--- src/rtl/counter_monitor_pkg.sv ---
// Shared definitions for the counter_monitor checker: state encoding and
// statistics counter sizing.
package counter_monitor_pkg;

    localparam logic [1:0] ST_SEEK   = 2'd0;
    localparam logic [1:0] ST_LOCKED = 2'd1;
    localparam logic [1:0] ST_SLIP   = 2'd2;

    localparam int STAT_W = 16;
    localparam logic [STAT_W-1:0] STAT_SAT = {STAT_W{1'b1}};

endpackage

--- src/rtl/sat_counter.sv ---
// Statistics counter that sticks at its maximum value; a synchronous clear
// takes priority over an increment on the same cycle.
module sat_counter
    import counter_monitor_pkg::*;
(
    input  logic              clk,
    input  logic              rst_n,
    input  logic              clear,
    input  logic              inc,
    output logic [STAT_W-1:0] count
);

    logic [STAT_W-1:0] count_d;
    logic [STAT_W-1:0] count_q;

    function automatic logic [STAT_W-1:0] sat_inc(input logic [STAT_W-1:0] c);
        return (c == STAT_SAT) ? c : c + STAT_W'(1);
    endfunction

    always_comb begin
        count_d = count_q;
        if (clear) begin
            count_d = '0;
        end else if (inc) begin
            count_d = sat_inc(count_q);
        end
    end

    always_ff @(posedge clk or negedge rst_n) begin
        if (!rst_n) begin
            count_q <= '0;
        end else begin
            count_q <= count_d;
        end
    end

    assign count = count_q;

endmodule

--- src/rtl/counter_monitor.sv ---
// Receive-side checker for a free-running up-counter: locks onto the +1
// sequence, flags corrupted samples, and tracks wraps and counter restarts.
module counter_monitor
    import counter_monitor_pkg::*;
#(
    parameter int WIDTH      = 8,
    parameter int LOCK_COUNT = 4,
    parameter int ERR_LIMIT  = 3
) (
    input  logic              clk,
    input  logic              reset,
    input  logic              valid,
    input  logic [WIDTH-1:0]  value,
    input  logic              clear,
    output logic              locked,
    output logic              error,
    output logic              restart,
    output logic [WIDTH-1:0]  expected,
    output logic [STAT_W-1:0] err_count,
    output logic [STAT_W-1:0] wrap_count,
    output logic [STAT_W-1:0] restart_count
);

    localparam int GR_W = $clog2(LOCK_COUNT + 1);
    localparam int MR_W = $clog2(ERR_LIMIT + 1);
    localparam logic [GR_W-1:0]  GR_ONE    = GR_W'(1);
    localparam logic [GR_W-1:0]  GR_TARGET = GR_W'(LOCK_COUNT);
    localparam logic [MR_W-1:0]  MR_ONE    = MR_W'(1);
    localparam logic [MR_W-1:0]  MR_LIMIT  = MR_W'(ERR_LIMIT);
    localparam logic [WIDTH-1:0] VAL_ONE   = WIDTH'(1);

    logic [1:0]       state_d, state_q;
    logic [WIDTH-1:0] expected_d, expected_q;
    logic [GR_W-1:0]  good_run_d, good_run_q;
    logic [MR_W-1:0]  miss_run_d, miss_run_q;
    logic             locked_d, locked_q;
    logic             error_d, error_q;
    logic             restart_d, restart_q;
    logic             err_inc, wrap_inc, restart_inc;
    logic             is_match, is_zero;
    logic [WIDTH-1:0] exp_next;

    assign is_match = (value == expected_q);
    assign is_zero  = (value == '0);
    assign exp_next = expected_q + VAL_ONE;

    always_comb begin
        state_d     = state_q;
        expected_d  = expected_q;
        good_run_d  = good_run_q;
        miss_run_d  = miss_run_q;
        error_d     = 1'b0;
        restart_d   = 1'b0;
        err_inc     = 1'b0;
        wrap_inc    = 1'b0;
        restart_inc = 1'b0;

        if (valid) begin
            if (state_q == ST_SEEK) begin
                expected_d = value + VAL_ONE;
                if (is_match && (good_run_q != '0)) begin
                    good_run_d = good_run_q + GR_ONE;
                end else begin
                    good_run_d = GR_ONE;
                end
                if (good_run_d == GR_TARGET) begin
                    state_d    = ST_LOCKED;
                    good_run_d = '0;
                end
            end else if (is_match) begin
                // An expected zero is the natural max->0 rollover, not a restart.
                expected_d = exp_next;
                wrap_inc   = is_zero;
                state_d    = ST_LOCKED;
                miss_run_d = '0;
            end else if (is_zero) begin
                restart_d   = 1'b1;
                restart_inc = 1'b1;
                expected_d  = VAL_ONE;
                state_d     = ST_LOCKED;
                miss_run_d  = '0;
            end else begin
                // Keep free-running the prediction so a single glitch re-syncs.
                error_d    = 1'b1;
                err_inc    = 1'b1;
                expected_d = exp_next;
                miss_run_d = (state_q == ST_LOCKED) ? MR_ONE : miss_run_q + MR_ONE;
                if (miss_run_d >= MR_LIMIT) begin
                    state_d    = ST_SEEK;
                    good_run_d = '0;
                    miss_run_d = '0;
                end else begin
                    state_d = ST_SLIP;
                end
            end
        end

        locked_d = (state_d != ST_SEEK);
    end

    always_ff @(posedge clk or negedge reset) begin
        if (!reset) begin
            state_q    <= ST_SEEK;
            expected_q <= '0;
            good_run_q <= '0;
            miss_run_q <= '0;
            locked_q   <= 1'b0;
            error_q    <= 1'b0;
            restart_q  <= 1'b0;
        end else begin
            state_q    <= state_d;
            expected_q <= expected_d;
            good_run_q <= good_run_d;
            miss_run_q <= miss_run_d;
            locked_q   <= locked_d;
            error_q    <= error_d;
            restart_q  <= restart_d;
        end
    end

    sat_counter u_err_cnt (
        .clk   (clk),
        .rst_n (reset),
        .clear (clear),
        .inc   (err_inc),
        .count (err_count)
    );

    sat_counter u_wrap_cnt (
        .clk   (clk),
        .rst_n (reset),
        .clear (clear),
        .inc   (wrap_inc),
        .count (wrap_count)
    );

    sat_counter u_restart_cnt (
        .clk   (clk),
        .rst_n (reset),
        .clear (clear),
        .inc   (restart_inc),
        .count (restart_count)
    );

    assign locked   = locked_q;
    assign error    = error_q;
    assign restart  = restart_q;
    assign expected = expected_q;

endmodule

--- config.mk ---
export PLATFORM = sky130hd
export DESIGN_NAME = counter_monitor
export DESIGN_NICKNAME = d
export VERILOG_FILES = /design/src/rtl/counter_monitor_pkg.sv /design/src/rtl/sat_counter.sv /design/src/rtl/counter_monitor.sv
export SDC_FILE = /design/constraint.sdc
export NUM_CORES = 1
export LEC_CHECK = 0
export ABC_AREA = 1
export BUFFER_PORTS_ARGS = -buffer_cell sky130_fd_sc_hd__buf_4
export CAP_MARGIN = 20
export CORE_UTILIZATION = 43
export CTS_BUF_LIST = sky130_fd_sc_hd__clkbuf_4
export CTS_CLUSTER_SIZE = 20
export DETAILED_ROUTE_END_ITERATION = 12
export PLACE_DENSITY = 0.68
export SYNTH_ARGS = -nofsm -noshare
export SYNTH_HDL_FRONTEND = slang
export SYNTH_SLANG_ARGS = --single-unit
--- constraint.sdc ---
create_clock -name clk -period 3.7 [get_ports clk]
set_input_delay 0.555 -clock clk [delete_from_list [all_inputs] [get_ports clk]]
set_output_delay 0.555 -clock clk [all_outputs]
set_load 0.03 [all_outputs]
==> results by group <==
Worst setup path
  • Critical Path Start Type: flop
  • Worst r2r dst: u_wrap_cnt.count[2]
  • Worst Reg2Reg Path Length in Cells: 8
  • Crit Path Class: flop to flop
  • Crit path DAT: 2480 ps
  • Data required, critical path: 3980 ps
  • CP Max Fanout: 17
  • Worst reg2reg startpoint: u_wrap_cnt.count[0]
  • R2R setup slack: 1510 ps
  • Endpoint class of the critical path: flop

Min path
  • Tightest Hold Check Type: primary input to asynchronous set/reset pin

STA
  • Max-slew headroom: 43.6%
  • Slew Limit Fails: 0
  • Worst Skew: 16.6 ps
  • RSZ-0062 raised after global routing: no
  • Final period utilization: 59.3%
  • Final hold slack: 241 ps
  • Post-layout minimum cycle time: 2190 ps
  • Max Freq: 456 MHz
  • Setup violators final: 0
  • Setup_tns: 0 ps
  • Hold Violations, Final: 0
  • Slew @ Worst Pin: 846 ps

Yosys
  • Most used standard cell by instance count after synthesis: nand2_1
  • Number of synthesized register bits: 66
  • Seq/Total Area, Yosys: 38.1%
  • Synthesized Nets: 603
  • Top cell type by total area after synthesis: dfrtp_1
  • Ys flop type: dfrtp_1
  • Distinct cells, synth: 36
  • Number of flops mapped to enable cells by yosys: 0
  • Post-synth top area share: 38.1%
  • Cells after Synth: 583
  • Syn avg cell area: 7.43 um^2
  • Synthesized area: 4330 um^2
  • Synth top cells by count: nand2_1 (168), nand3_1 (73), dfrtp_1 (66), nor2_1 (64), inv_1 (40)
  • Largest cells by area after synthesis: dfrtp_1 (38%), nand2_1 (15%), nand3_1 (8.4%), xor2_1 (7.7%), nor2_1 (5.5%)
  • YS warnings: 0
  • Post-synth ARST share: 100%

Floorplan
  • Core area: 9770 um^2
  • Ports: 71
  • DIE AREA: 10500 um^2
  • Die height: 102 um
  • Die Wd: 102 um
  • Initial Util: 44.3%
  • Rows: 36

Power
  • Largest vdd supply drop: 0.000335 V
  • Leakage: 2.51 nW
  • Pint: 1.26 mW
  • Switching share of power: 40.9%
  • Logic pwr share: 33.8%
  • Psw: 0.869 mW
  • PwrDens: 420 nW/um^2
  • Flop pwr share: 42.8%
  • Clock share of power: 23.4%

Layout
  • Area growth syn-to-layout: 16.8%
  • Layout cells sized above 1: 16.1%
  • Fin nets: 667
  • Antenna cells: 0
  • Final instance area: 5060 um^2

Clock network
  • CTS tree: done
  • CTS buffer count: 9
  • CTS Hold Bufs: 0
  • Clock Path Buffers: 2
  • Clk slew on worst S/H paths: 130 ps
  • CTS root buffer: clkbuf_4
  • H-tree depth: 3
  • Total clock sinks: 66
  • Post CTS Setup Buffer Count: 0
  • CTS-repair resized insts: 0
  • Clk Latency, worst-skew pair: 410 ps

Routing
  • Final WL: 10.1 mm
  • 1st-iter DRT viols: 148
  • # DRC: 0
  • Routed Antenna Nets: 0
  • First-pass detailed-route iteration total: 4
  • Wirelength per Cell: 12.8 um
  • Vias: 4024
  • Vias per cell: 5.13

Run
  • Max-Cap Viols: 0

Place
  • Area after DPL: 4920 um^2
  • RD Place Congestion: 0.900
  • PortBufs: 70
  • HPWL after DPL: 7.08 mm

GRT
  • Initial antenna violation count: 0
  • First-pass GRT wire length: 17.1 mm
  • GRT Total Usage: 20.7%
  • Vias in the first global route: 3744
  • Pin count of the biggest net entering global routing: 67
  • Gr ovfl total: 0

Status
  • Status: complete, no violations
cell type report:
type,count,area [um^2]
flip-flops and latches,66,1650
inverters,43,161
clock inverters,7,68.8
fillers,955,4720
well taps,133,166
multi-input cells,456,2410
clock buffers,9,67.6
repair buffers,71,533
layout by cell type (no fill, tap or decap), types with 8 or more instances in the layout:
cell type / instances
buf_4: 71
nor2_1: 64
inv_1: 40
nand3b_1: 17
clkbuf_4: 9
xnor2_1: 9
o21ai_0: 16
dfrtp_1: 66
nand3_1: 73
a21oi_1: 9
nand2_1: 168
xor2_1: 38
nand4_1: 19
ha_1: 8
flip-flops by register name (all words and copies together), names as in the netlist:
signal,cells
u_err_cnt.count,16
u_restart_cnt.count,16
u_wrap_cnt.count,16
expected,8
good_run_q,3
miss_run_q,2
state_q,2
error,1
locked,1
restart,1
cell families after synthesis:
| group | synth area share (%) |
|---|---|
| AOI/OAI and AO/OA | 5.03 |
| adders and majority gates | 2.31 |
| DFF | 38.1 |
| buffers and inverters | 6.21 |
| xor gates and xnor gates | 9.51 |
| and+or+nand+nor | 38.8 |
power by group through the flow:
| stage | clock [mW] | sequential (mW) | combinational, mW |
|---|---|---|---|
| 2_1_floorplan | 0 | 1.01 | 0.409 |
| 3_3_place_gp | 0 | 0.919 | 0.707 |
| 3_5_place_dp | 0 | 0.920 | 0.723 |
| 4_1_cts | 0.511 | 0.908 | 0.724 |
| 5_1_grt | 0.538 | 0.924 | 0.805 |
| 6_report | 0.497 | 0.910 | 0.719 |
metal layers:
metal | part of all wire (%) | wire length (um) | track usage, % | vias up
met5 | 0 | 0 | 0 | -
met4 | 1.0 | 104 | 6.81 | 0
met3 | 4.5 | 449 | 3.28 | 8
met2 | 47 | 4720 | 33.8 | 93
met1 | 48 | 4790 | 27.9 | 1893
li1 | - | - | - | 2030
critical path, cell delays in order, from the launching register on:
cell and delay [ps]:
dfrtp_1 480, ha_1 250, nand3_1 150, nor2_2 180
nand2_1 80, nor4_2 280, nor2_4 160, nor2_4 340
o21ai_0 120
metrics by stage:
step                instances  utilization, %  setup slack (ps)  total power, mW
finish                    785            51.8              1510             2.13
CTS                       785            51.8              1510             2.14
floorplan                 583               -              1730             1.42
global placement          769            50.4              1490             1.63
global route              785            51.8              1330             2.27
detailed placement        769            50.4              1450             1.64
worst max-delay path by stage:
stage	cells after the start	start	endpoint
after floorplan	10	u_wrap_cnt.count[0]	u_wrap_cnt.count[6]
after global placement	10	value[2]	u_restart_cnt.count[2]
after detailed placement	10	value[2]	u_restart_cnt.count[3]
after CTS	8	u_wrap_cnt.count[0]	u_wrap_cnt.count[2]
after global routing	9	u_wrap_cnt.count[0]	u_wrap_cnt.count[4]
final	8	u_wrap_cnt.count[0]	u_wrap_cnt.count[2]
Note: power is estimated with default switching activity, not from simulation.
